**src/rtl/piccolo80_key_schedule.sv**
```systemverilog
// Piccolo-80 key schedule: captures an 80-bit master key, drives the
// whitening keys and streams one round-key pair per accepted beat.
module piccolo80_key_schedule #(
  parameter int NUM_ROUNDS = 25
) (
  input  logic        clk,
  input  logic        reset,
  input  logic [0:79] key_in,
  input  logic        key_load,
  output logic        key_ready,
  input  logic        restart,
  output logic        rk_valid,
  input  logic        rk_ready,
  output logic [0:31] rk_out,
  output logic [0:4]  rk_round,
  output logic        rk_last,
  output logic [0:63] wk_out,
  output logic        done
);

  typedef enum logic [1:0] {
    IDLE,
    RUN,
    DONE
  } state_e;

  localparam logic [4:0] LAST_R = 5'(NUM_ROUNDS - 1);

  state_e      state_q, state_d;
  logic [0:79] key_q, key_d;
  logic [4:0]  r_q, r_d;
  logic [2:0]  m_q, m_d;

  logic [15:0] k0, k1, k2, k3, k4;
  logic [4:0]  c;
  logic [31:0] con;
  logic [31:0] sel;

  always_ff @(posedge clk) begin
    if (reset) begin
      state_q <= IDLE;
      key_q   <= '0;
      r_q     <= '0;
      m_q     <= '0;
    end else begin
      state_q <= state_d;
      key_q   <= key_d;
      r_q     <= r_d;
      m_q     <= m_d;
    end
  end

  always_comb begin
    state_d = state_q;
    key_d   = key_q;
    r_d     = r_q;
    m_d     = m_q;
    unique case (state_q)
      IDLE, DONE: begin
        // A new key takes precedence over replaying the stored one
        if (key_load) begin
          key_d   = key_in;
          r_d     = '0;
          m_d     = '0;
          state_d = RUN;
        end else if (restart && state_q == DONE) begin
          r_d     = '0;
          m_d     = '0;
          state_d = RUN;
        end
      end
      RUN: begin
        if (rk_ready) begin
          r_d = r_q + 5'd1;
          m_d = (m_q == 3'd4) ? 3'd0 : m_q + 3'd1;
          if (r_q == LAST_R) begin
            state_d = DONE;
          end
        end
      end
      default: state_d = IDLE;
    endcase
  end

  assign k0 = key_q[0:15];
  assign k1 = key_q[16:31];
  assign k2 = key_q[32:47];
  assign k3 = key_q[48:63];
  assign k4 = key_q[64:79];

  // m mirrors r mod 5 so the selection needs no divider
  always_comb begin
    sel = {k2, k3};
    unique case (1'b1)
      (m_q == 3'd1 || m_q == 3'd4): sel = {k0, k1};
      (m_q == 3'd3):                sel = {k4, k4};
      default:                      ;
    endcase
  end

  assign c   = r_q + 5'd1;
  assign con = {c, 5'b0, c, 2'b0, c, 5'b0, c} ^ 32'h0F1E2D3C;

  assign rk_out    = con ^ sel;
  assign rk_round  = r_q;
  assign rk_valid  = (state_q == RUN);
  assign rk_last   = (state_q == RUN) && (r_q == LAST_R);
  assign done      = (state_q == DONE);
  assign key_ready = (state_q != RUN);

  assign wk_out = {key_q[0:7],   key_q[24:31],
                   key_q[16:23], key_q[8:15],
                   key_q[64:71], key_q[56:63],
                   key_q[48:55], key_q[72:79]};

endmodule
```
**config.mk**
```make
export PLATFORM = sky130hd
export DESIGN_NAME = piccolo80_key_schedule
export DESIGN_NICKNAME = d
export VERILOG_FILES = /design/src/rtl/piccolo80_key_schedule.sv
export SDC_FILE = /design/constraint.sdc
export NUM_CORES = 1
export LEC_CHECK = 0
export ABC_AREA = 1
export CAP_MARGIN = 20
export CORE_MARGIN = 5
export CORE_UTILIZATION = 35
export DETAILED_ROUTE_END_ITERATION = 12
export PLACE_DENSITY = 0.69
export RECOVER_POWER = 100
export SYNTH_ARGS = -nofsm -noshare
export SYNTH_HDL_FRONTEND = slang
export SYNTH_SLANG_ARGS = --single-unit
export TNS_END_PERCENT = 30
```
**constraint.sdc**
```tcl
create_clock -name clk -period 1.79 [get_ports clk]
set_clock_uncertainty 0.15 [all_clocks]
set_input_delay 0.2685 -clock clk [delete_from_list [all_inputs] [get_ports clk]]
set_output_delay 0.2685 -clock clk [all_outputs]
set_load 0.05 [all_outputs]
```
### Word-level counts from Yosys, hierarchy flattened

Index checks and enable logic that the tools add are counted.

* register bits after elaboration: 90
* bits of input ports: 85
* output and inout port bits: 105
* logic and storage cells: 42

* add/subtract/negate cells: 2
* equality and inequality tests: 10
* multiplexer cells: 15
* bitwise gates (word level): 2
* reduce and logical (&&, ||, !) cells: 9

Operators with widths (count)
* $pmux W32 S2: 1
* $xor A32 B32 Y32: 1
* $not A16 Y16: 1
* $mux W5: 3
* $mux W3: 4
* $pmux W5 S2: 1
* $mux W2: 4
* $ne A2 B1 Y1 const B: 3
* $pmux W3 S2: 1
* $reduce_and A3 Y1: 2
* $add A5 B1 Y5 const B: 1
* $eq A5 B5 Y1 const B: 1
* $pmux W2 S2: 1
* $add A3 B1 Y3 const B: 1
* $eq A3 B1 Y1 const B: 1
* $eq A3 B2 Y1 const B: 1
* $eq A3 B3 Y1 const B: 1
* $ne A3 B3 Y1 const B: 1
* $eq A2 B1 Y1 const B: 1
* $eq A2 B2 Y1 const B: 1
* $logic_and A1 B1 Y1: 2
* $logic_not A2 Y1: 1
* $reduce_and A2 Y1: 1
* $reduce_bool A2 Y1: 1
* other kinds (2): 2

### Depth between registers and ports, before layout

Gate-level depths: netlist (run 1).

* depth in word-level cells: 5
* depth in mapped cells: 9

### Worst setup path before layout (run 1)

OpenSTA, ideal clock, no wires.

* path type: register to output
* start point: register m_q[0]
* end point: output port rk_out[5] (netlist bit)
* arrival time: 1.904 ns
* required time: 1.371 ns
* setup slack: -0.533 ns
* stages on the path, launching flop included: 8
* path through: dfxtp_1 ha_1 ha_1 buf_2 buf_2 nand2_1 nand2_1 a21oi_1

* cells in the longest elaborated chain, start to end: 4

Ends and longest elaborated chain
* start: declaration: RTL line 32 `logic [2:0] m_q, m_d;`
* start signal: assignment: RTL line 49 `m_q <= m_d;`
* $eq A3 B1 Y1 or $eq A3 B3 Y1 (tied branches): RTL line 95 `(m_q == 3'd1 || m_q == 3'd4): sel = {k0, k1};`
* $logic_or A1 B1 Y1: RTL line 95
* $pmux W32 S2 *: RTL line 94 `unique case (1'b1)`
* $xor A32 B32 Y32 *: RTL line 104 `assign rk_out = con ^ sel;`
* end: declaration: RTL line 14 `output logic [0:31] rk_out,`

Every way passes the cells marked *; elsewhere a longest branch is shown, timed or not.

### Final worst setup path (run 1)

* start point: register m_q[0]
* end point: output port rk_out[1] (netlist bit)

Same word-level chain as after synthesis.

==> results of run 1 <==
## path summary, 6_finish.rpt
kind	endpoint	cells past startpoint	slack (ns)	from
worst max-delay path	rk_out[1]	9	-0.48	m_q[0]
worst min-delay path	key_q[41]	2	0.34	key_q[41]
worst max register to register	key_q[7]	5	0.02	state_q[0]
worst min register to register	key_q[41]	2	0.34	key_q[41]
## critical path: cells and delay by family (launching register included)
| kind | cells | cell delay, ns |
|---|---|---|
| DFF | 1 | 0.37 |
| adders and majority gates | 2 | 0.36 |
| buffers and inverters | 3 | 0.35 |
| and+or+nand+nor | 3 | 0.31 |
| AOI/OAI and AO/OA | 1 | 0.12 |
## stage by stage
step	instances	hold WS, ns	utilization (%)	area (sq um)	power (mW)
after floorplan	708	0.178	-	5130	4.11
after global placement	1012	0.317	53.4	7100	5.11
after detailed placement	1012	0.328	53.4	7100	5.14
after CTS	1031	0.342	57.3	7620	7.14
after global routing	1036	0.358	57.6	7660	7.41
final	1036	0.341	57.6	7660	7.10
## sequential cells by signal (all words and copies together) (netlist names)
register  count
key_q        80
rk_round      5
m_q           3
state_q       2
## layout make-up
type | count | area [sq um]
clock buffer | 12 | 278
clock inverter | 4 | 21.3
fill | 1233 | 5640
inverter | 29 | 119
multi-input combinational | 487 | 2780
sequential | 90 | 1820
tap | 176 | 220
timing repair buffer | 238 | 2420
## cell families (layout without fill, tap and decap cells)
| kind of cell | Yosys count | after routing | share of synthesized area (%) |
|---|---|---|---|
| AOI/OAI and AO/OA | 106 | 106 | 11.1 |
| xor gates and xnor gates | 2 | 2 | 0.367 |
| adders and majority gates | 6 | 6 | 1.57 |
| buffers and inverters | 132 | 283 | 16.7 |
| DFF | 90 | 90 | 37.7 |
| and+or+nand+nor | 372 | 373 | 32.4 |
## timing repair
action,in CTS,in global routing
pin swaps,21,38
gates resized for setup,44,50
cloned,1,4
endpoints found under the setup margin,33,34
buffers inserted,2,2
## routing by layer
layer	global-route usage (%)	share of wire [%]	vias to the layer above
li1	-	-	2532
met1	28.4	45	2318
met2	32.6	46	183
met3	4.20	7.0	22
met4	6.81	2.1	0
met5	0	0	-
## cell usage in the layout (no fill, tap or decap), drive strengths merged
cell type      netlist  layout
a21oi               20      20
a31oi                1       1
buf                102      88
clkbuf               1      78
clkdlybuf4s50        0      84
clkinv               0       3
dfxtp               90      90
ha                   6       6
inv                 29      30
nand2              127     128
nand3               40      40
nand4               36      36
nor2               169     169
o21ai               85      85
xnor2                1       1
xor2                 1       1
## power breakdown
part           switching, mW  internal, mW  leakage, nW  total (mW)
clock network          0.796          1.10        0.154        1.89
registers              0.196          2.17        0.749        2.36
logic                   1.71          1.14         2.54        2.85
## synthesized netlist by cell type
cell type and instances:
a21oi_1 20, a31oi_1 1, buf_1 1, buf_2 33
buf_4 66, buf_6 2, clkbuf_1 1, dfxtp_1 90
ha_1 6, inv_1 22, inv_2 7, nand2_1 123
nand2_2 4, nand3_1 40, nand4_1 36, nor2_1 168
nor2_2 1, o21ai_0 46, o21ai_1 39, xnor2_1 1
xor2_1 1
==> reports/results.txt, run 1 <==
YS warnings = 0
count of hold buffers inserted by post-cts repair = 0
type of element launching the critical path = register
placeable core region = 13300 sq um
# setup viols final = 33
global-route wire length before repair = 26200 um
Worst-Margin Slew = 0.641 ns
Post-Syn Instances = 708
post-route ant nets = 0
ratio of final minimum period to clock period = 127%
CP Class = register to output port
Mapped Area = 4770 sq um
number of diodes = 0
max-slew violation count = 0
violated checks = setup timing
total clock sinks = 90
HPWL after detailed placement = 13000 um
shortest clock period the worst path allows after layout = 2.27 ns
die width = 127 um
Arrival @ worst endpoint = 1.85 ns
power density relative to cell area = 928 nW/um^2
post-route DRC violation count = 0
post-synthesis cell type count = 21
Critical-path top delay cell = dfxtp_4
Initial DRT Pass Iterations = 5
RePlAce Congestion = 0.880
highest ir drop seen on vdd = 512 uV
final setup TNS = -13.98 ns
outcome = complete, but fails checks
remaining global-route overflow = 0
deepest clock path buffer count = 2
combined global-route utilization of all metal layers = 20.7%
CP max stage delay = 0.37 ns
floorplan row count = 42
RSZ-0062 raised after global routing = yes
cells taking the most area after synthesis = dfxtp_1 (38%), nor2_1 (13%), buf_4 (10%)
number of antenna violations at the first check in global routing = 0
cell type with the highest aggregate area in the netlist = dfxtp_1
fin nets = 946
total die area = 16100 sq um
number of levels the H-tree was split into = 3
endpoint type of the worst setup path = output port
number of max-cap violations = 0
sum of routed wire length over all layers = 17400 um
CTS clock-pin slew for the worst setup and hold paths = 0.06 ns
Hold Violations, Final = 0
maximum achievable frequency = 440 MHz
Vias per Instance = 4.88
smallest setup slack after layout = -0.482 ns
via count of the first global-routing pass = 4745
share of the yosys chip area belonging to registers = 37.7%
highest fanout seen on the critical path = 6
CTS root buffer = clkbuf_16
Hold/Removal Path Class = register to register
initial core utilization = 35.9%
Area growth syn-to-layout = 60.4%
portion of synthesized cell area occupied by the leading cell type = 37.7%
Critical Path, Cell by Cell = ha_4 -> ha_4 -> buf_12 -> nand2_2 -> inv_1 -> a21oi_2 -> nand3_1 -> nand2_4 -> buf_12
starting DRC count in detailed routing = 290
total nets after synthesis = 799
fraction of final layout cells sized beyond drive strength 1 = 31.6%
number of top-level design ports = 190
Max transition margin = 57.2%
flop and latch count out of synthesis = 90
wire length per cell after detailed routing = 16.8 um
# port buffers = 189
die height = 127 um
Worst-Skew Late Latency = 0.34 ns
CTS tree = done
via count = 5055
synthesized area per cell = 6.74 sq um
pin count of the biggest net entering global routing = 41
CTS Buf Count = 9
CP required = 1.37 ns
DP Worst Slack = -0.164 ns
leakage power = 3.45 nW
Power figures use the tool's default switching activity.
==> run 2, diff against run 1 <==
Settings changed: SKIP_CTS_REPAIR_TIMING set to 1.
==> reports/results.txt, run 2 (same netlist as run 1, synthesis figures left out) <==
commonest non-fill, non-tap cells in the layout = nor2_1 (167), clkdlybuf4s50_1 (84), dfxtp_1 (84)
fin nets = 947
sum of buffers and inverters on the critical path = 4
number of levels the H-tree was split into = 3
CTS clock-pin slew for the worst setup and hold paths = 0.06 ns
number of antenna violations at the first check in global routing = 0
met1 WL = 7750 um
number of diodes = 0
Max transition margin = 58.7%
die height = 127 um
shortest clock period the worst path allows after layout = 2.28 ns
deepest clock path buffer count = 2
pin count of the biggest net entering global routing = 41
number of max-cap violations = 0
DP Worst Slack = -0.164 ns
relative contribution of combinational cells to total power = 40.4%
power density relative to cell area = 931 nW/um^2
leading cell type in the layout, fill and taps excluded = nor2_1
combined global-route utilization of all metal layers = 20.2%
sequential cell fraction of total power = 33.2%
violated checks = setup timing
floorplan row count = 42
highest fanout seen on the critical path = 6
register name with the most flops = key_q
max-slew violation count = 0
outcome = complete, but fails checks
Clock power frac = 26.5%
Largest register FFs = 80
smallest setup slack after layout = -0.490 ns
total clock sinks = 90
Hold Violations, Final = 0
Critical-path top delay cell = dfxtp_4
final core area utilization = 57.6%
endpoint type of the worst setup path = output port
Worst-Skew Late Latency = 0.34 ns
# port buffers = 189
cell with the most instances on the worst path = buf_12
Initial DRT Pass Iterations = 6
post-route DRC violation count = 0
highest layer used for signal routing = met4
Hold/Removal Path Class = register to register
RePlAce Congestion = 0.880
number of top-level design ports = 190
initial core utilization = 35.9%
placeable core region = 13300 sq um
fraction of final layout cells sized beyond drive strength 1 = 32.2%
Layout fillers = 1234
ratio of final minimum period to clock period = 127%
met2 routed WL = 8150 um
Worst-Margin Slew = 0.621 ns
Area growth syn-to-layout = 60.4%
CTS tree = done
met3 WL post-DR = 1320 um
Vias per Instance = 4.93
Arrival @ worst endpoint = 1.86 ns
final setup TNS = -14.19 ns
remaining global-route overflow = 0
maximum achievable frequency = 439 MHz
highest ir drop seen on vdd = 509 uV
HPWL after detailed placement = 13000 um
Critical Path, Cell by Cell = ha_4 -> ha_4 -> buf_12 -> nor2_4 -> buf_12 -> inv_4 -> o21ai_4 -> buf_12
starting DRC count in detailed routing = 322
net load switching power = 2.71 mW
# setup viols final = 33
Internal Dissipation = 4.42 mW
fraction of power spent switching nets = 38.1%
sum of routed wire length over all layers = 17600 um
wire length per cell after detailed routing = 17.0 um
type of element launching the critical path = register
Reg2Reg Setup Slack = 0.22 ns
post-route ant nets = 0
total die area = 16100 sq um
via count = 5116
CP max stage delay = 0.37 ns
CP required = 1.37 ns
CTS Buf Count = 9
Worst path top cell family by delay = buffers and inverters
RSZ-0062 raised after global routing = yes
CP Class = register to output port
via count of the first global-routing pass = 4642
CTS root buffer = clkbuf_16
global-route wire length before repair = 25500 um
leakage power = 3.44 nW
die width = 127 um
[run 2: changes by cell type in the layout (fill, tap and decap cells not counted), sizes merged]
cell / delta
buf: -7
clkbuf: +8
[run 2: power by group through the flow]
stage | combinational, mW | clock [mW] | sequential [mW]
final | 2.88 | 1.89 | 2.36
after global routing | 3.03 | 2.02 | 2.38
after CTS | 2.76 | 1.93 | 2.34
after detailed placement | 2.75 | 0 | 2.39
after global placement | 2.73 | 0 | 2.38
after floorplan | 1.79 | 0 | 2.32
[run 2: worst paths after layout]
kind                                  from  cells after the start    endpoint
worst max-delay path                m_q[0]                      8  rk_out[23]
worst max register to register  state_q[0]                      6   key_q[45]
worst min-delay path             key_q[22]                      2   key_q[22]
worst min register to register   key_q[22]                      2   key_q[22]
[run 2: metrics by stage]
step                      instances  total power [mW]  instance area [sq um]  hold slack [ns]
after floorplan                 708              4.11                   5130            0.178
after global placement         1012              5.11                   7100            0.317
after detailed placement       1012              5.14                   7100            0.328
after CTS                      1028              7.03                   7400            0.340
after global routing           1037              7.44                   7660            0.358
final                          1037              7.13                   7660            0.349
[run 2: metal layers]
| layer | up-vias | GRT usage (%) |
|---|---|---|
| li1 | 2539 | - |
| met2 | 209 | 31.4 |
| met1 | 2339 | 27.9 |
| met3 | 29 | 4.29 |
| met4 | 0 | 6.44 |
| met5 | - | 0 |
[run 2: layout make-up]
class / count / area [sq um] / area share (%)
clock inverter: 4 / 21.3 / 0.278
sequential: 90 / 1820 / 23.7
tap: 176 / 220 / 2.88
inverter: 29 / 114 / 1.49
clock buffer: 12 / 278 / 3.63
multi-input combinational: 487 / 2780 / 36.3
timing repair buffer: 239 / 2430 / 31.7
[run 2: worst register-to-register path: stages (launching register included)]
cell,delay (ns)
dfxtp_1,0.36
inv_1,0.11
nand2_1,0.12
inv_1,0.21
buf_2,0.37
nor2_1,0.08
nor2_1,0.12
